[src/rtl/tx_ptt_if.sv]
// Signal bundle between the PTT sequencer and its surroundings (host
// control, TX IQ FIFO, transmitter datapath).
//
//   ptt_req        host PTT request (asynchronous to clk)
//   fifo_level     TX IQ FIFO fill level
//   fifo_empty     TX IQ FIFO empty
//   sample_req     one-cycle interpolator sample request
//   tx_enable      transmitter PTT / DAC gate
//   tr_relay       T/R relay drive, 1 = antenna to TX
//   pa_enable      PA bias enable
//   ramp_gain      unsigned Q1.15 envelope gain, 0x8000 = unity
//   underflow      sticky underflow-abort flag
//   prefill_fault  sticky prefill-timeout flag
//   state          current sequencer state for status readback
//
// master: the sequencer. slave: the environment driving its inputs.
interface tx_ptt_if #(
  parameter int LVL_W = 12
);
  logic             ptt_req;
  logic [LVL_W-1:0] fifo_level;
  logic             fifo_empty;
  logic             sample_req;
  logic             tx_enable;
  logic             tr_relay;
  logic             pa_enable;
  logic [15:0]      ramp_gain;
  logic             underflow;
  logic             prefill_fault;
  logic [2:0]       state;

  modport master (
    input  ptt_req, fifo_level, fifo_empty, sample_req,
    output tx_enable, tr_relay, pa_enable, ramp_gain, underflow,
           prefill_fault, state
  );

  modport slave (
    output ptt_req, fifo_level, fifo_empty, sample_req,
    input  tx_enable, tr_relay, pa_enable, ramp_gain, underflow,
           prefill_fault, state
  );
endinterface

[src/rtl/tx_ptt_sequencer.sv]
// Transmit/receive sequencer. Turns the host PTT request into an ordered
// key sequence (FIFO prefill, relay to TX, DAC/PA enable with gain ramp-up)
// and the reverse on release, aborting on sustained FIFO underflow.
//
// Ports:
//   clk    system clock
//   reset  synchronous, active-high reset
//   bus    tx_ptt_if.master (see the interface file for the signal list)
module tx_ptt_sequencer #(
  parameter int LVL_W           = 12,
  parameter int PREFILL_LEVEL   = 512,
  parameter int PREFILL_TIMEOUT = 7680000,
  parameter int RELAY_DLY       = 76800,
  parameter int RAMP_STEP       = 512,
  parameter int UNDERFLOW_MAX   = 16
) (
  input logic      clk,
  input logic      reset,
  tx_ptt_if.master bus
);

  localparam logic [2:0] S_IDLE      = 3'd0;
  localparam logic [2:0] S_PREFILL   = 3'd1;
  localparam logic [2:0] S_RELAY_ON  = 3'd2;
  localparam logic [2:0] S_RAMP_UP   = 3'd3;
  localparam logic [2:0] S_TX        = 3'd4;
  localparam logic [2:0] S_RAMP_DOWN = 3'd5;
  localparam logic [2:0] S_RELAY_OFF = 3'd6;

  localparam int TMR_MAX = (PREFILL_TIMEOUT > RELAY_DLY) ? PREFILL_TIMEOUT : RELAY_DLY;
  localparam int TMR_W   = (TMR_MAX > 1) ? $clog2(TMR_MAX) : 1;
  localparam int UCNT_W  = $clog2(UNDERFLOW_MAX + 1);

  // The timer is loaded with N-1 on entry and the exit fires on the cycle it
  // reads zero, so a state with an N-cycle budget lasts exactly N cycles.
  localparam logic [TMR_W-1:0]  PREFILL_LOAD = TMR_W'(PREFILL_TIMEOUT - 1);
  localparam logic [TMR_W-1:0]  RELAY_LOAD   = TMR_W'(RELAY_DLY - 1);
  localparam logic [UCNT_W-1:0] UCNT_LAST    = UCNT_W'(UNDERFLOW_MAX - 1);
  localparam logic [LVL_W-1:0]  LEVEL_MIN    = LVL_W'(PREFILL_LEVEL);
  localparam logic [15:0]       GAIN_UNITY   = 16'h8000;
  localparam logic [15:0]       GAIN_STEP    = 16'(RAMP_STEP);

  logic              sync1;
  logic              ptt_s;
  logic [2:0]        cur;
  logic [2:0]        nxt;
  logic [TMR_W-1:0]  timer;
  logic [15:0]       gain;
  logic [15:0]       gain_nxt;
  logic [15:0]       gain_up;
  logic [15:0]       gain_dn;
  logic [16:0]       gain_sum;
  logic [UCNT_W-1:0] ucnt;
  logic              uf_flag;
  logic              pf_flag;
  logic              abort_lock;

  logic timer_done;
  logic level_ok;
  logic in_tx_window;
  logic abort_hit;
  logic prefill_expire;
  logic start_key;
  logic tx_on;

  assign timer_done   = (timer == '0);
  assign level_ok     = (bus.fifo_level >= LEVEL_MIN);
  assign in_tx_window = (cur == S_RAMP_UP) || (cur == S_TX);

  // Abort fires on the sample request that would take the run of empty
  // requests to UNDERFLOW_MAX.
  assign abort_hit      = bus.sample_req && bus.fifo_empty && in_tx_window &&
                          (ucnt == UCNT_LAST);
  assign prefill_expire = (cur == S_PREFILL) && !level_ok && ptt_s && timer_done;
  assign start_key      = (cur == S_IDLE) && ptt_s && !abort_lock;

  // Saturating ramp arithmetic; a 17-bit sum keeps the carry visible.
  assign gain_sum = {1'b0, gain} + {1'b0, GAIN_STEP};
  assign gain_up  = (gain_sum >= {1'b0, GAIN_UNITY}) ? GAIN_UNITY : gain_sum[15:0];
  assign gain_dn  = (gain > GAIN_STEP) ? (gain - GAIN_STEP) : 16'h0000;

  // NOTE: every signal assigned here gets a default first, so no path through
  // the case statement can leave it unassigned and infer a latch.
  always_comb begin
    nxt      = cur;
    gain_nxt = gain;
    case (cur)
      S_IDLE: begin
        if (start_key) nxt = S_PREFILL;
      end
      S_PREFILL: begin
        if (level_ok)        nxt = S_RELAY_ON;
        else if (!ptt_s)     nxt = S_IDLE;
        else if (timer_done) nxt = S_IDLE;
      end
      S_RELAY_ON: begin
        // A release beats a coincident timer expiry.
        if (!ptt_s)          nxt = S_RELAY_OFF;
        else if (timer_done) nxt = S_RAMP_UP;
      end
      S_RAMP_UP: begin
        if (bus.sample_req) gain_nxt = gain_up;
        // Release or abort wins over reaching unity in the same cycle.
        if (!ptt_s || abort_hit)        nxt = S_RAMP_DOWN;
        else if (gain_nxt == GAIN_UNITY) nxt = S_TX;
      end
      S_TX: begin
        gain_nxt = GAIN_UNITY;
        if (!ptt_s || abort_hit) nxt = S_RAMP_DOWN;
      end
      S_RAMP_DOWN: begin
        if (bus.sample_req) gain_nxt = gain_dn;
        // Leave on the same edge the gain lands on zero, so tx_enable drops
        // in the first cycle the gain reads zero.
        if (gain_nxt == 16'h0000) nxt = S_RELAY_OFF;
      end
      S_RELAY_OFF: begin
        if (timer_done) nxt = S_IDLE;
      end
      default: begin
        nxt      = S_IDLE;
        gain_nxt = 16'h0000;
      end
    endcase
  end

  // NOTE: state registers use non-blocking assignments so every flop samples
  // the pre-edge values, independent of statement order in the block.
  always_ff @(posedge clk) begin
    if (reset) begin
      sync1      <= 1'b0;
      ptt_s      <= 1'b0;
      cur        <= S_IDLE;
      timer      <= '0;
      gain       <= 16'h0000;
      ucnt       <= '0;
      uf_flag    <= 1'b0;
      pf_flag    <= 1'b0;
      abort_lock <= 1'b0;
    end else begin
      sync1 <= bus.ptt_req;
      ptt_s <= sync1;
      cur   <= nxt;
      gain  <= gain_nxt;

      // One shared down-counter, reloaded on every state change.
      if (nxt != cur) timer <= (nxt == S_PREFILL) ? PREFILL_LOAD : RELAY_LOAD;
      else if (!timer_done) timer <= timer - 1'b1;

      if (start_key) begin
        ucnt <= '0;
      end else if (bus.sample_req) begin
        if (!bus.fifo_empty) ucnt <= '0;
        else if (in_tx_window) ucnt <= ucnt + 1'b1;
      end

      if (start_key) begin
        uf_flag <= 1'b0;
        pf_flag <= 1'b0;
      end
      if (prefill_expire) begin
        pf_flag    <= 1'b1;
        abort_lock <= 1'b1;
      end
      if (abort_hit) begin
        uf_flag    <= 1'b1;
        abort_lock <= 1'b1;
      end
      // The host must drop PTT before a faulted sequence can be rekeyed.
      if ((cur == S_IDLE) && !ptt_s) abort_lock <= 1'b0;
    end
  end

  assign tx_on             = (cur == S_RAMP_UP) || (cur == S_TX) || (cur == S_RAMP_DOWN);
  assign bus.tx_enable     = tx_on;
  assign bus.pa_enable     = tx_on;
  assign bus.tr_relay      = (cur == S_RELAY_ON) || tx_on || (cur == S_RELAY_OFF);
  assign bus.ramp_gain     = gain;
  assign bus.underflow     = uf_flag;
  assign bus.prefill_fault = pf_flag;
  assign bus.state         = cur;

endmodule

[src/flat_wrapper.sv]
// flat-port wrapper written by rule: the top's interface ports become plain ports
module tx_ptt_sequencer_flat 
#(
  parameter int LVL_W           = 12,
  parameter int PREFILL_LEVEL   = 512,
  parameter int PREFILL_TIMEOUT = 7680000,
  parameter int RELAY_DLY       = 76800,
  parameter int RAMP_STEP       = 512,
  parameter int UNDERFLOW_MAX   = 16
)
  (clk, reset, bus_ptt_req, bus_fifo_level, bus_fifo_empty, bus_sample_req, bus_tx_enable, bus_tr_relay, bus_pa_enable, bus_ramp_gain, bus_underflow, bus_prefill_fault, bus_state);
  tx_ptt_if #(.LVL_W(LVL_W)) bus_i ();
  input logic clk;
  input logic reset;
  input wire logic [$bits(bus_i.ptt_req)-1:0] bus_ptt_req;
  input wire logic [$bits(bus_i.fifo_level)-1:0] bus_fifo_level;
  input wire logic [$bits(bus_i.fifo_empty)-1:0] bus_fifo_empty;
  input wire logic [$bits(bus_i.sample_req)-1:0] bus_sample_req;
  output wire logic [$bits(bus_i.tx_enable)-1:0] bus_tx_enable;
  output wire logic [$bits(bus_i.tr_relay)-1:0] bus_tr_relay;
  output wire logic [$bits(bus_i.pa_enable)-1:0] bus_pa_enable;
  output wire logic [$bits(bus_i.ramp_gain)-1:0] bus_ramp_gain;
  output wire logic [$bits(bus_i.underflow)-1:0] bus_underflow;
  output wire logic [$bits(bus_i.prefill_fault)-1:0] bus_prefill_fault;
  output wire logic [$bits(bus_i.state)-1:0] bus_state;
  assign bus_i.ptt_req = bus_ptt_req;
  assign bus_i.fifo_level = bus_fifo_level;
  assign bus_i.fifo_empty = bus_fifo_empty;
  assign bus_i.sample_req = bus_sample_req;
  assign bus_tx_enable = bus_i.tx_enable;
  assign bus_tr_relay = bus_i.tr_relay;
  assign bus_pa_enable = bus_i.pa_enable;
  assign bus_ramp_gain = bus_i.ramp_gain;
  assign bus_underflow = bus_i.underflow;
  assign bus_prefill_fault = bus_i.prefill_fault;
  assign bus_state = bus_i.state;
  tx_ptt_sequencer #(.LVL_W(LVL_W), .PREFILL_LEVEL(PREFILL_LEVEL), .PREFILL_TIMEOUT(PREFILL_TIMEOUT), .RELAY_DLY(RELAY_DLY), .RAMP_STEP(RAMP_STEP), .UNDERFLOW_MAX(UNDERFLOW_MAX)) u_core (.clk(clk), .reset(reset), .bus(bus_i));
endmodule
[config.mk]
export PLATFORM = sky130hd
export DESIGN_NAME = tx_ptt_sequencer_flat
export DESIGN_NICKNAME = d
export VERILOG_FILES = /design/src/rtl/tx_ptt_if.sv /design/src/rtl/tx_ptt_sequencer.sv /design/src/flat_wrapper.sv
export SDC_FILE = /design/constraint.sdc
export NUM_CORES = 1
export LEC_CHECK = 0
export ABC_AREA = 1
export BUFFER_PORTS_ARGS = -buffer_cell sky130_fd_sc_hd__buf_2
export CORE_MARGIN = 2
export CORE_UTILIZATION = 58
export DETAILED_ROUTE_END_ITERATION = 16
export MAX_ROUTING_LAYER = met4
export PLACE_DENSITY = 0.8
export SLEW_MARGIN = 30
export SYNTH_ARGS = -nofsm -noshare
export SYNTH_HDL_FRONTEND = slang
export SYNTH_SLANG_ARGS = --single-unit
export TNS_END_PERCENT = 20
[constraint.sdc]
create_clock -name clk -period 3 [get_ports clk]
set_input_delay 0.6 -clock clk [delete_from_list [all_inputs] [get_ports clk]]
set_output_delay 0.6 -clock clk [all_outputs]
set_load 0.1 [all_outputs]
==> impl_metrics.py, run 1 <==
metrics = {
    "clocking": {
        "cts_tree": "built",
        "cts_made_buffers": 5,
        "h-tree-depth": 2,
        "cts_post_setup_buffers_inserted": 0,
        "clock_latency_ns": 0.30,
        "cts-root-buf": "clkbuf_8",
        "cts_resized": 0,
        "postCtsHoldBufs": 0,
        "cts_max_path_buffers": 2,
        "clk_transition_reported_paths_ns": 0.10,
        "cts.sinks": 52,
    },
    "yosys": {
        "ys_ff_latch": 52,
        "synth_area_mm2": 0.00328,
        "synth_cells": 524,
        "syn_avg_cell_area_um2": 6.26,
        "async_reset_ff_share_pct": 0,
        "synthDistinctLibCells": 36,
        "synth_largest_area_cell": "dfxtp_1",
        "synth_area_leaders": "dfxtp_1 32%, nand2_1 17%, nor2_1 8.0%",
        "synthFlopType": "dfxtp_1",
        "yosys_warnings": 0,
        "syn_nets": 548,
        "ys_seq_area_share_pct": 31.7,
        "synth-edff-count": 0,
        "synth_top_area_share_pct": 31.7,
    },
    "timing": {
        "period_minus_slack_ns": 2.70,
        "slew_headroom_pct": 51.4,
        "finalHoldViolCount": 0,
        "clock_skew_ns": 0.00967,
        "layout_setup_ws_ns": 0.300,
        "worstMarginPinSlew_ns": 0.728,
        "fmax_mhz": 370,
        "setup_viol": 0,
        "fin_crit_sh_pct": 90.0,
        "fin_tns_setup_ns": 0,
        "rsz0062_at_grt": "no",
        "slew_viol_final": 0,
    },
    "routing": {
        "routedWlPerCell_um": 11.9,
        "viasPerCell": 5.16,
        "routed_wl_mm": 7.44,
        "drt_first_pass_iters": 8,
        "antenna_left": 0,
        "drc": 0,
        "initialDrtViolationCount": 174,
        "vias": 3232,
    },
    "critical_path": {
        "arrival_ns": 2.94,
        "cp_max_fo": 12,
        "cp-start-kind": "flip-flop",
        "required_ns": 3.24,
        "cp-end-kind": "flip-flop",
        "crit_type": "reg -> reg",
    },
    "floorplan": {
        "die_x_um": 79.2,
        "io_pins": 41,
        "start_util_pct": 59.9,
        "fp.dieH_um": 79.2,
        "core_mm2": 0.00547,
        "fp-row-count": 27,
        "die_area_mm2": 0.00627,
    },
    "grt": {
        "grtUsageTotal_pct": 26.2,
        "grt_max_degree": 26,
        "gr-total-overflow": 0,
        "grt_pass1_wl_mm": 13.0,
        "antenna_found_initial": 0,
        "grt_pass1_vias": 3022,
    },
    "layout": {
        "diodes": 0,
        "drive_gt1_share_pct": 13.7,
        "seq_area_mm2": 0.00105,
        "layout_common_cells": "151 x nand2_1, 70 x nor2_1, 69 x inv_1",
        "design_area_mm2": 0.00356,
        "nFillCells": 515,
        "syn_to_final_growth_pct": 8.70,
        "final_common_cell": "nand2_1",
        "final_nets": 578,
        "multi_input_area_mm2": 0.00188,
    },
    "power_and_ir_drop": {
        "ir_drop_mv": 0.249,
        "leakagePower_nw": 1.81,
        "p_per_area_mw_per_mm2": 577,
    },
    "run_status": {
        "status": "complete, no violations",
    },
    "placement": {
        "dpl_cell_area_mm2": 0.00349,
        "io_buffer_count": 31,
        "pre_cts_slack_ns": 0.284,
        "dpl.hpwl_mm": 5.55,
        "globalplace.congestion": 0.893,
    },
    "flow_run": {
        "max_cap_viol_count": 0,
    },
    "worst_hold_path": {
        "hold_class": "reg -> reg",
    },
}
==> metal layers <==
metal | share of wire, % | wire, um | global-route usage [%] | vias up
met1 | 44 | 3310 | 30.8 | 1448
met3 | 4.2 | 314 | 3.75 | 10
met4 | 1.3 | 99 | 8.10 | 0
met2 | 50 | 3720 | 46.2 | 77
met5 | 0 | 0 | - | -
li1 | - | - | - | 1697
==> worst max-delay path, stage by stage (launching register included) <==
cell and delay, ns:
dfxtp_2 0.43, inv_1 0.13, ha_1 0.22, nand2_1 0.11
clkinv_1 0.10, nand2_1 0.09, nand2_1 0.07, nor3_1 0.12
nand2_1 0.08, o21ai_1 0.19, nand4_1 0.13, nand3_1 0.14
nand2_1 0.08, nand2_1 0.06, nand2_1 0.06, inv_2 0.13
nand2_4 0.13, inv_2 0.13, nand2_1 0.10, nor2_1 0.13
==> kinds of logic after synthesis <==
logic type,after synthesis,synth area share (%)
AO/OA/AOI/OAI,44,7.25
XOR/XNOR,20,5.34
adder cells (fa/ha/maj),7,2.67
buffers and inverters,89,10.8
flip-flops,52,31.7
AND/OR/NAND/NOR,312,42.2
==> report_power, final <==
group	switching [mW]	internal, mW
Clock	0.226	0.160
Sequential	0.0807	0.775
Combinational	0.563	0.253
Total	0.870	1.19
==> flip-flops by register name, indices dropped and copies added, names as in the netlist <==
signal and flops:
u_core.bus.state 3, u_core.ucnt 5, u_core.sync1 1, u_core.ptt_s 1, u_core.bus.underflow 1, u_core.timer 23, u_core.bus.ramp_gain 16, u_core.bus.prefill_fault 1
u_core.abort_lock 1
==> cell usage after synthesis (7+ instances only) <==
cell type / n
ha_1: 7
dfxtp_1: 52
nor2_1: 70
nor3_1: 14
o21ai_1: 13
nor2_2: 11
nand2_1: 151
xor2_1: 16
o21ai_0: 17
inv_2: 9
inv_1: 69
nand3_1: 41
==> worst paths after layout <==
| kind | cells past startpoint | end | slack [ns] | startpoint |
|---|---|---|---|---|
| setup / recovery | 19 | u_core.timer[12]$_SDFFE_PP0P_ | 0.30 | u_core.bus.ramp_gain[9]$_SDFFE_PP0N_ |
| hold / removal | 2 | u_core.ptt_s$_SDFF_PP0_ | 0.41 | u_core.sync1$_SDFF_PP0_ |
| setup reg to reg | 19 | u_core.timer[12]$_SDFFE_PP0P_ | 0.30 | u_core.bus.ramp_gain[9]$_SDFFE_PP0N_ |
| hold reg to reg | 2 | u_core.ptt_s$_SDFF_PP0_ | 0.41 | u_core.sync1$_SDFF_PP0_ |
==> stage by stage <==
stage | instances | utilization (%) | hold WS (ns) | power (mW)
after floorplan | 524 | - | 0.388 | 1.54
after global placement | 619 | 63.7 | 0.393 | 1.66
after detailed placement | 619 | 63.7 | 0.403 | 1.68
after CTS | 626 | 65.1 | 0.416 | 2.06
after global routing | 626 | 65.1 | 0.423 | 2.22
final | 626 | 65.1 | 0.411 | 2.06
==> area by class of cell <==
type	count	area share (%)
Clock buffer	6	2.04
Timing Repair Buffer	33	4.77
Clock inverter	1	0.140
Tap cell	72	2.53
Sequential cell	52	29.4
Inverter	79	8.32
Multi-Input combinational cell	383	52.8
Note: power is estimated with default switching activity, not from simulation.
==> inputs of run 2 (changes only) <==
ABC_AREA = 0   (was 1)
==> impl_metrics.py, run 2 <==
metrics = {
    "power_and_ir_drop": {
        "ir_drop_mv": 0.479,
        "power.switching_mw": 0.718,
        "p_per_area_mw_per_mm2": 537,
        "total_power_mw": 2.00,
        "switching_share_pct": 35.9,
        "p_comb_share_pct": 34.9,
        "clock_power_share_pct": 23.3,
        "leakagePower_nw": 1.50,
        "intPower_mw": 1.28,
        "seq_power_share_pct": 41.8,
    },
    "layout": {
        "top_register": "u_core.timer",
        "syn_to_final_growth_pct": 19.3,
        "diodes": 0,
        "design_area_mm2": 0.00372,
        "final_nets": 473,
        "stdcell_count": 520,
        "layout_common_cells": "43 x dfxtp_1, 37 x nand2_1, 33 x nor2_1, 33 x buf_4",
        "drive_gt1_share_pct": 22.0,
        "final_common_cell": "dfxtp_1",
        "largest_reg_flops": 23,
    },
    "critical_path": {
        "worstPathCellList": "or4_4 -> or4_4 -> or3_4 -> or3_1 -> nand4_1 -> o32ai_4 -> buf_4 -> a211oi_2 -> o221a_1",
        "reg2reg_slack_ns": -0.03,
        "crit_slowest_cell": "or4_4",
        "cp_top_family": "simple AND/OR/NAND/NOR gates",
        "crit_type": "reg -> reg",
        "crit_buf_inv": 1,
        "cp-end-kind": "flip-flop",
        "reg2reg_to": "u_core.timer[20]$_SDFFE_PP0P_",
        "arrival_ns": 3.28,
        "slowest_delay_ns": 0.53,
        "required_ns": 3.26,
        "r2r-start": "u_core.timer[16]$_SDFFE_PP0P_",
        "ff2ff_path_depth": 9,
        "cp_max_fo": 6,
        "cp-start-kind": "flip-flop",
        "cp_common_cell": "or4_4",
    },
    "timing": {
        "fmax_mhz": 330,
        "clock_skew_ns": 0.00758,
        "rsz0062_at_grt": "yes",
        "period_minus_slack_ns": 3.03,
        "fin_crit_sh_pct": 101,
        "setup_viol": 4,
        "layout_setup_ws_ns": -0.0264,
        "hold_ws_ns": 0.467,
        "slew_headroom_pct": 56.2,
        "slew_viol_final": 0,
        "finalHoldViolCount": 0,
        "worstMarginPinSlew_ns": 0.655,
    },
    "placement": {
        "globalplace.congestion": 0.949,
        "dpl_cell_area_mm2": 0.00354,
        "post-place-cells": 510,
        "io_buffer_count": 31,
        "pre_cts_slack_ns": -0.0538,
        "dpl.hpwl_mm": 5.77,
    },
    "yosys": {
        "synthFlopType": "dfxtp_1",
        "syn_nets": 425,
        "ys_seq_area_share_pct": 33.4,
        "synth_area_leaders": "dfxtp_1 33%, a21oi_1 5.3%, xnor2_1 4.8%",
        "synthDistinctLibCells": 58,
        "synth.most_common_cell": "dfxtp_1",
        "synth_largest_area_cell": "dfxtp_1",
        "syn_avg_cell_area_um2": 7.77,
        "ys_ff_latch": 52,
        "async_reset_ff_share_pct": 0,
        "synth-edff-count": 0,
        "synth_top_area_share_pct": 33.4,
        "synth_cells": 401,
        "synth_area_mm2": 0.00312,
        "yosys_warnings": 0,
        "synth_common_cells": "52 x dfxtp_1, 37 x nand2_1, 33 x a21oi_1, 33 x nor2_1, 27 x nor3_1",
    },
    "clocking": {
        "clk_transition_reported_paths_ns": 0.09,
        "cts-root-buf": "clkbuf_8",
        "h-tree-depth": 2,
        "postCtsHoldBufs": 0,
        "cts_made_buffers": 5,
        "cts.sinks": 52,
        "cts_max_path_buffers": 2,
        "cts_tree": "built",
        "clock_latency_ns": 0.31,
    },
    "routing": {
        "routed_wl_mm": 8.10,
        "initialDrtViolationCount": 234,
        "drt_first_pass_iters": 5,
        "routedWlPerCell_um": 15.6,
        "antenna_left": 0,
        "drc": 0,
        "viasPerCell": 6.18,
        "vias": 3211,
    },
    "grt": {
        "grt_max_degree": 27,
        "gr-total-overflow": 0,
        "grtUsageTotal_pct": 27.8,
        "grt_pass1_wl_mm": 13.3,
        "grt_pass1_vias": 2854,
        "antenna_found_initial": 0,
    },
    "floorplan": {
        "fp-row-count": 26,
        "die_area_mm2": 0.00598,
        "die_x_um": 77.3,
        "fp.dieH_um": 77.3,
        "io_pins": 41,
        "start_util_pct": 60.6,
        "core_mm2": 0.00514,
    },
    "run_status": {
        "violations": "setup timing",
        "status": "complete, but fails checks",
    },
    "worst_hold_path": {
        "min_to": "u_core.ptt_s$_SDFF_PP0_",
        "worstHoldStart": "u_core.sync1$_SDFF_PP0_",
        "min_path_cells": 1,
        "hold_class": "reg -> reg",
    },
    "flow_run": {
        "max_cap_viol_count": 0,
    },
}
## run 2: final cells by class
type	count	area, um2
timing repair buffer	66	434
fill	419	1420
clock inverter	1	8.76
tap	70	87.6
multi-input combinational	311	1980
sequential	52	1060
clock buffer	7	97.6
inverter	13	48.8
## run 2: worst max-delay path by stage
stage	from	end	slack, ns	cells after the start
2_1_floorplan	u_core.timer[10]$_SDFFE_PP0P_	u_core.timer[10]$_SDFFE_PP0P_	-0.08	11
3_3_place_gp	u_core.timer[16]$_SDFFE_PP0P_	u_core.timer[12]$_SDFFE_PP0P_	0.06	9
3_5_place_dp	u_core.timer[16]$_SDFFE_PP0P_	u_core.timer[17]$_SDFFE_PP0P_	-0.05	9
4_1_cts	u_core.timer[16]$_SDFFE_PP0P_	u_core.timer[17]$_SDFFE_PP0P_	0.009	9
5_1_grt	u_core.timer[16]$_SDFFE_PP0P_	u_core.timer[20]$_SDFFE_PP0P_	-0.13	9
6_report	u_core.timer[16]$_SDFFE_PP0P_	u_core.timer[20]$_SDFFE_PP0P_	-0.03	9
## run 2: routing by layer
layer  track usage (%)  vias to the layer above  wire length, um  part of all wire (%)
met4              8.57                        0              109                   1.3
li1                  -                     1565                -                     -
met5                 -                        -                0                     0
met2              43.5                      120             3740                    46
met3              5.65                       13              491                   6.1
met1              36.3                     1513             3750                    46
## run 2: cells by family (layout without fill, tap and decap cells)
kind of cell	after synthesis	after routing	synth area share, %
AO/OA/AOI/OAI	100	100	21.8
multiplexers	1	1	0.321
XOR/XNOR	22	22	6.18
flip-flops	52	52	33.4
AND/OR/NAND/NOR	181	181	30.5
adder cells (fa/ha/maj)	7	7	2.81
buffers and inverters	38	87	5.02
## run 2: timing repair
action,CTS,global route
gates resized for setup,4,8
setup buffers,2,0
pin swaps,1,2
setup endpoints to repair,7,14
## run 2: power groups by stage
stage / logic [mW] / registers [mW] / clock network [mW]
2_1_floorplan: 0.473 / 0.866 / 0
3_3_place_gp: 0.640 / 0.844 / 0
3_5_place_dp: 0.652 / 0.847 / 0
4_1_cts: 0.669 / 0.832 / 0.471
5_1_grt: 0.752 / 0.845 / 0.496
6_report: 0.697 / 0.835 / 0.464
## run 2: stage by stage
stage                     util (%)  TNS, ns
after detailed placement      68.9   -0.151
after global placement        68.9        0
final                         72.3  -0.0524
after global routing          72.3   -0.714
after floorplan                  -   -0.769
after CTS                     71.6        0
